**config.mk**
```make
export PLATFORM = sky130hd
export DESIGN_NAME = es_sram_sched_flat
export DESIGN_NICKNAME = d
export VERILOG_FILES = /design/src/rtl/es_sram_sched_if.sv /design/src/rtl/es_sram_sched.sv /design/src/flat_wrapper.sv
export SDC_FILE = /design/constraint.sdc
export NUM_CORES = 1
export LEC_CHECK = 0
export BUFFER_PORTS_ARGS = -buffer_cell sky130_fd_sc_hd__buf_4
export CAP_MARGIN = 20
export CORE_MARGIN = 1
export CORE_UTILIZATION = 60
export CTS_BUF_LIST = sky130_fd_sc_hd__clkbuf_4 sky130_fd_sc_hd__clkbuf_8 sky130_fd_sc_hd__clkbuf_16
export CTS_CLUSTER_SIZE = 10
export DETAILED_ROUTE_END_ITERATION = 16
export GPL_TIMING_DRIVEN = 0
export PLACE_DENSITY = 0.83
export SLEW_MARGIN = 20
export SYNTH_ARGS = -nofsm -noshare
export SYNTH_HDL_FRONTEND = slang
export SYNTH_SLANG_ARGS = --single-unit
```
**constraint.sdc**
```tcl
create_clock -name clk -period 8.7 [get_ports clk]
set_clock_uncertainty 0.1 [all_clocks]
set_input_delay 0.435 -clock clk [delete_from_list [all_inputs] [get_ports clk]]
set_output_delay 0.435 -clock clk [all_outputs]
set_load 0.02 [all_outputs]
```
**src/rtl/es_sram_sched_if.sv**
```systemverilog
// Handshake bundle between the entropy SRAM scheduler and its surroundings.
// The scheduler takes the slave side; request sources, sink and SRAM take the master side.
interface es_sram_sched_if #(
  parameter int ADDR_W = 11
);
  logic              flush;
  logic              latch_req;
  logic              jitter_req;
  logic              sink_ready;

  logic              wr_en;
  logic [ADDR_W-1:0] wr_addr;
  logic              wr_sel_jitter;
  logic              rd_en;
  logic [ADDR_W-1:0] rd_addr;
  logic              rd_valid;
  logic              rd_is_jitter;
  logic [ADDR_W-1:0] latch_count;
  logic [ADDR_W-1:0] jitter_count;
  logic              drop_latch;
  logic              drop_jitter;
  logic              primed;

  modport slave (
    input  flush, latch_req, jitter_req, sink_ready,
    output wr_en, wr_addr, wr_sel_jitter, rd_en, rd_addr, rd_valid, rd_is_jitter,
           latch_count, jitter_count, drop_latch, drop_jitter, primed
  );

  modport master (
    output flush, latch_req, jitter_req, sink_ready,
    input  wr_en, wr_addr, wr_sel_jitter, rd_en, rd_addr, rd_valid, rd_is_jitter,
           latch_count, jitter_count, drop_latch, drop_jitter, primed
  );
endinterface

```
**src/rtl/es_sram_sched.sv**
```systemverilog
// Port A / port B scheduler for the dual-port entropy SRAM: two circular queues
// (latch words on even addresses, jitter words on odd) with round-robin write and read arbitration.
module es_sram_sched #(
  parameter int ADDR_W       = 11,
  parameter int RD_LAT       = 2,
  parameter int PRIME_THRESH = 32
) (
  input  logic             clk,
  input  logic             rst,
  es_sram_sched_if.slave   bus
);

  localparam int                PW = ADDR_W - 1;
  localparam logic [ADDR_W-1:0] QD = {1'b1, {PW{1'b0}}};

  logic [PW-1:0]     wr_ptr_l_q, wr_ptr_l_d, wr_ptr_j_q, wr_ptr_j_d;
  logic [PW-1:0]     rd_ptr_l_q, rd_ptr_l_d, rd_ptr_j_q, rd_ptr_j_d;
  logic [ADDR_W-1:0] latch_cnt_q, latch_cnt_d, jitter_cnt_q, jitter_cnt_d;
  logic              wr_rr_q, wr_rr_d, rd_rr_q, rd_rr_d;
  logic              primed_q, primed_d;
  logic [RD_LAT-1:0] vld_q, vld_d, typ_q, typ_d;

  logic              clr;
  logic              wl, wj, gnt_l, gnt_j;
  logic              rd_go, rl, rj, rgnt_l, rgnt_j;
  logic [ADDR_W:0]   total;

  always_comb begin
    // NOTE: every signal assigned here gets a value on every path, so no latch is inferred.
    clr    = rst | bus.flush;

    wl     = bus.latch_req  & (latch_cnt_q  != QD);
    wj     = bus.jitter_req & (jitter_cnt_q != QD);
    gnt_l  = ~clr & wl & (~wj | ~wr_rr_q);
    gnt_j  = ~clr & wj & (~wl |  wr_rr_q);

    // Reads only see registered counts, so a word written this cycle is not readable yet.
    rd_go  = ~clr & primed_q & bus.sink_ready;
    rl     = latch_cnt_q  != '0;
    rj     = jitter_cnt_q != '0;
    rgnt_l = rd_go & rl & (~rj | ~rd_rr_q);
    rgnt_j = rd_go & rj & (~rl |  rd_rr_q);

    wr_ptr_l_d   = wr_ptr_l_q + PW'(gnt_l);
    wr_ptr_j_d   = wr_ptr_j_q + PW'(gnt_j);
    rd_ptr_l_d   = rd_ptr_l_q + PW'(rgnt_l);
    rd_ptr_j_d   = rd_ptr_j_q + PW'(rgnt_j);
    latch_cnt_d  = latch_cnt_q  + ADDR_W'(gnt_l) - ADDR_W'(rgnt_l);
    jitter_cnt_d = jitter_cnt_q + ADDR_W'(gnt_j) - ADDR_W'(rgnt_j);

    wr_rr_d = wr_rr_q ^ (~clr & wl & wj);
    rd_rr_d = rd_rr_q ^ (rd_go & rl & rj);

    total    = {1'b0, latch_cnt_q} + {1'b0, jitter_cnt_q};
    primed_d = primed_q | (total >= (ADDR_W+1)'(PRIME_THRESH));

    vld_d    = '0;
    typ_d    = '0;
    vld_d[0] = rgnt_l | rgnt_j;
    typ_d[0] = rgnt_j;
    for (int i = 1; i < RD_LAT; i++) begin
      vld_d[i] = vld_q[i-1];
      typ_d[i] = typ_q[i-1];
    end
  end

  always_ff @(posedge clk) begin
    if (clr) begin
      // NOTE: sequential state uses non-blocking assignments so every register samples pre-edge values.
      wr_ptr_l_q   <= '0;
      wr_ptr_j_q   <= '0;
      rd_ptr_l_q   <= '0;
      rd_ptr_j_q   <= '0;
      latch_cnt_q  <= '0;
      jitter_cnt_q <= '0;
      wr_rr_q      <= 1'b0;
      rd_rr_q      <= 1'b0;
      primed_q     <= 1'b0;
      vld_q        <= '0;
      typ_q        <= '0;
    end else begin
      wr_ptr_l_q   <= wr_ptr_l_d;
      wr_ptr_j_q   <= wr_ptr_j_d;
      rd_ptr_l_q   <= rd_ptr_l_d;
      rd_ptr_j_q   <= rd_ptr_j_d;
      latch_cnt_q  <= latch_cnt_d;
      jitter_cnt_q <= jitter_cnt_d;
      wr_rr_q      <= wr_rr_d;
      rd_rr_q      <= rd_rr_d;
      primed_q     <= primed_d;
      vld_q        <= vld_d;
      typ_q        <= typ_d;
    end
  end

  assign bus.wr_en         = gnt_l | gnt_j;
  assign bus.wr_addr       = gnt_j ? {wr_ptr_j_q, 1'b1} : {wr_ptr_l_q, 1'b0};
  assign bus.wr_sel_jitter = gnt_j;
  assign bus.rd_en         = rgnt_l | rgnt_j;
  assign bus.rd_addr       = rgnt_j ? {rd_ptr_j_q, 1'b1} : {rd_ptr_l_q, 1'b0};
  assign bus.rd_valid      = vld_q[RD_LAT-1];
  assign bus.rd_is_jitter  = typ_q[RD_LAT-1];
  assign bus.latch_count   = latch_cnt_q;
  assign bus.jitter_count  = jitter_cnt_q;
  assign bus.drop_latch    = bus.latch_req  & ~gnt_l & ~clr;
  assign bus.drop_jitter   = bus.jitter_req & ~gnt_j & ~clr;
  assign bus.primed        = primed_q;

endmodule

```
**src/flat_wrapper.sv**
```systemverilog
// flat-port wrapper written by rule: the top's interface ports become plain ports
module es_sram_sched_flat 
#(
  parameter int ADDR_W       = 11,
  parameter int RD_LAT       = 2,
  parameter int PRIME_THRESH = 32
)
  (clk, rst, bus_flush, bus_latch_req, bus_jitter_req, bus_sink_ready, bus_wr_en, bus_wr_addr, bus_wr_sel_jitter, bus_rd_en, bus_rd_addr, bus_rd_valid, bus_rd_is_jitter, bus_latch_count, bus_jitter_count, bus_drop_latch, bus_drop_jitter, bus_primed);
  es_sram_sched_if #(.ADDR_W(ADDR_W)) bus_i ();
  input  logic clk;
  input  logic rst;
  input wire logic [$bits(bus_i.flush)-1:0] bus_flush;
  input wire logic [$bits(bus_i.latch_req)-1:0] bus_latch_req;
  input wire logic [$bits(bus_i.jitter_req)-1:0] bus_jitter_req;
  input wire logic [$bits(bus_i.sink_ready)-1:0] bus_sink_ready;
  output wire logic [$bits(bus_i.wr_en)-1:0] bus_wr_en;
  output wire logic [$bits(bus_i.wr_addr)-1:0] bus_wr_addr;
  output wire logic [$bits(bus_i.wr_sel_jitter)-1:0] bus_wr_sel_jitter;
  output wire logic [$bits(bus_i.rd_en)-1:0] bus_rd_en;
  output wire logic [$bits(bus_i.rd_addr)-1:0] bus_rd_addr;
  output wire logic [$bits(bus_i.rd_valid)-1:0] bus_rd_valid;
  output wire logic [$bits(bus_i.rd_is_jitter)-1:0] bus_rd_is_jitter;
  output wire logic [$bits(bus_i.latch_count)-1:0] bus_latch_count;
  output wire logic [$bits(bus_i.jitter_count)-1:0] bus_jitter_count;
  output wire logic [$bits(bus_i.drop_latch)-1:0] bus_drop_latch;
  output wire logic [$bits(bus_i.drop_jitter)-1:0] bus_drop_jitter;
  output wire logic [$bits(bus_i.primed)-1:0] bus_primed;
  assign bus_i.flush = bus_flush;
  assign bus_i.latch_req = bus_latch_req;
  assign bus_i.jitter_req = bus_jitter_req;
  assign bus_i.sink_ready = bus_sink_ready;
  assign bus_wr_en = bus_i.wr_en;
  assign bus_wr_addr = bus_i.wr_addr;
  assign bus_wr_sel_jitter = bus_i.wr_sel_jitter;
  assign bus_rd_en = bus_i.rd_en;
  assign bus_rd_addr = bus_i.rd_addr;
  assign bus_rd_valid = bus_i.rd_valid;
  assign bus_rd_is_jitter = bus_i.rd_is_jitter;
  assign bus_latch_count = bus_i.latch_count;
  assign bus_jitter_count = bus_i.jitter_count;
  assign bus_drop_latch = bus_i.drop_latch;
  assign bus_drop_jitter = bus_i.drop_jitter;
  assign bus_primed = bus_i.primed;
  es_sram_sched #(.ADDR_W(ADDR_W), .RD_LAT(RD_LAT), .PRIME_THRESH(PRIME_THRESH)) u_core (.clk(clk), .rst(rst), .bus(bus_i));
endmodule
```
==> flow_summary.json <==
{
  "firstDrtPassIters": 4,
  "crit_fanout": 12,
  "core_um2": 6830,
  "hold_viol_final": 0,
  "ys_top_cells_by_count": "dfxtp_1, nor2_1, ha_1",
  "grt_pass1_vias": 3403,
  "die_y_um": 86.1,
  "synth_cell_types": 55,
  "row_count": 30,
  "area_growth_pct": 17.9,
  "crit_type": "register to register",
  "max_freq_mhz": 230,
  "clk_pin_slew_ns": 0.07,
  "antenna_cells": 0,
  "syn-num-nets": 528,
  "synth_edf_count": 0,
  "ys_warn_count": 0,
  "period_needed_ns": 4.36,
  "setup_tns_ns": 0,
  "wl_um": 9750,
  "hpwl_um": 7140,
  "clock_path_buffers": 2,
  "die_area_um2": 7420,
  "yosys.area.top_type": "dfxtp_1",
  "clock-root-buffer": "clkbuf_8",
  "post-cts-setup-buffers": 0,
  "powerDensity_nw_per_um2": 190,
  "gp_congestion": 0.885,
  "ys_ff_latch": 69,
  "path_cells": "inv_1 > ha_1 > nand4_1 > nor3_1 > a21boi_0 > o211a_1 > buf_6 > inv_2 > ha_1 > inv_1 > ha_1 > inv_1 > fa_1 > nand2b_1 > a21oi_1 > o21ai_0 > a2111oi_2 > o21ai_0 > nor3b_2",
  "drt-met1-wl_um": 4370,
  "cts_tree": "yes",
  "maxCapViolCount": 0,
  "cts_buffers": 9,
  "leakagePower_nw": 2.31,
  "wl_met3_um": 485,
  "final_util": 0.733,
  "track_usage": 0.274,
  "ioPinCount": 58,
  "critical_path.max_stage_delay_ns": 0.47,
  "clk_latency_ns": 0.35,
  "min_period_over_period": 0.501,
  "status": "finished clean",
  "min_path_cells": 3,
  "synth.top_cell.area_share": 0.325,
  "grt_max_degree": 13,
  "critPathRequiredTime_ns": 8.82,
  "regArea_um2": 1380,
  "wl_met2_um": 4700,
  "top_layer_used": "met4",
  "detail_route.iter0.violations": 152,
  "relSlewSlack": 0.558,
  "synthCells": 470,
  "fp.dieW_um": 86.1,
  "synthArstFlopShare": 0,
  "multi_input_comb_area_um2": 2650,
  "synthTopCellsByArea": "dfxtp_1, ha_1, xor2_1",
  "ir_drop_uv": 133,
  "antenna_found_initial": 0,
  "postCtsResizedCells": 0,
  "crit_path_start_kind": "register",
  "yosysSeqAreaShare": 0.325,
  "grt_pass1_wl_um": 15700,
  "final_cell_area_um2": 5010,
  "io_buffer_count": 57,
  "routed_via_density": 5.53,
  "yosysMostFrequentCell": "dfxtp_1",
  "hold_path_class": "input port to register",
  "arrival_ns": 4.47,
  "fillers": 548,
  "cts_num_sinks": 69,
  "setup_viol": 0,
  "avgSynthCellArea_um2": 9.04,
  "dpl-instance-area_um2": 4800,
  "r2r_cells": 19,
  "cts_hold_buf": 0,
  "finalMaxSlewViolations": 0,
  "overflow": 0,
  "nets": 596,
  "drc": 0,
  "crit_path_top_delay_cell": "dfxtp_1",
  "vias": 3526,
  "crit_path_end_kind": "register",
  "rsz0062_at_grt": "no",
  "drive_above_1_share": 0.207,
  "worstMarginPinSlew_ns": 0.662,
  "final_antenna_net_count": 0,
  "ys.flop_type": "dfxtp_1",
  "syn_area_um2": 4250,
  "post_drt_wl_per_cell_um": 15.3,
  "start_util": 0.622,
  "cts.htree.levels": 3
}
per-stage QoR:
step / hold WS, ns / setup slack [ns] / cells / power, mW
final: 0.269 / 4.34 / 638 / 0.953
after global routing: 0.281 / 4.09 / 638 / 1.00
after floorplan: 0.306 / 4.89 / 470 / 0.593
after detailed placement: 0.311 / 4.48 / 623 / 0.669
after global placement: 0.310 / 4.59 / 623 / 0.661
after CTS: 0.263 / 4.40 / 638 / 0.952
critical path, delay by kind of cell (launching register included):
kind,cells,cell delay [ns]
adder cells (fa/ha/maj),4,1.03
AO/OA/AOI/OAI,6,1.63
flip-flops,1,0.47
AND/OR/NAND/NOR,4,0.52
buffers and inverters,5,0.48
state kept, by name (all words and copies together) (netlist names):
register and count:
u_core.bus.jitter_count 11, u_core.bus.latch_count 11, u_core.rd_ptr_j_q 10, u_core.rd_ptr_l_q 10, u_core.wr_ptr_j_q 10, u_core.wr_ptr_l_q 10, u_core.typ_q 2, u_core.vld_q 2
u_core.bus.primed 1, u_core.rd_rr_q 1, u_core.wr_rr_q 1
cells in the final DEF, fill, tap and decap left out, types with 9 or more instances in the layout:
master / netlist / layout
buf_4: 2 / 59
ha_1: 49 / 49
clkbuf_8: 0 / 9
nor2_1: 55 / 55
xnor2_1: 22 / 22
mux2_2: 19 / 19
nand3_1: 30 / 30
and2_1: 14 / 14
o21ai_0: 12 / 12
dfxtp_1: 69 / 69
a21oi_1: 17 / 17
xor2_1: 26 / 26
inv_1: 35 / 35
clkbuf_1: 9 / 9
nand2_1: 14 / 14
and3_1: 14 / 14
final cells by class:
cell class,count,area share
Buffer,14,0.0165
Multi-Input combinational cell,351,0.529
Inverter,36,0.0270
Timing Repair Buffer,57,0.0854
Sequential cell,69,0.276
Clock buffer,9,0.0247
Tap cell,96,0.0240
Clock inverter,6,0.0177
where the power goes:
part           internal, mW  switching (mW)
clock                 0.160           0.127
sequential            0.331          0.0232
combinational         0.144           0.168
total                 0.635           0.319
final timing paths:
path | from | endpoint | slack [ns]
setup reg to reg | u_core.bus.jitter_count[3] | u_core.bus.jitter_count[10] | 4.34
setup / recovery | u_core.bus.jitter_count[3] | u_core.bus.jitter_count[10] | 4.34
hold reg to reg | u_core.typ_q[0] | u_core.typ_q[1] | 0.33
hold / removal | bus_flush | u_core.bus.jitter_count[9] | 0.27
cell families (layout without fill, tap and decap cells):
group | after synthesis | in the layout | synth area share
buffers and inverters | 50 | 122 | 0.0512
adders and majority gates | 52 | 52 | 0.158
and+or+nand+nor | 159 | 159 | 0.186
xor gates and xnor gates | 48 | 48 | 0.0990
muxes | 24 | 24 | 0.0624
AOI/OAI and AO/OA | 68 | 68 | 0.117
DFF | 69 | 69 | 0.325
metal layers:
metal	GRT usage	vias to the layer above
li1	-	1746
met1	0.354	1662
met2	0.465	99
met3	0.0337	19
met4	0.111	0
met5	0	-
No activity file was read; power rests on OpenSTA's default activity.
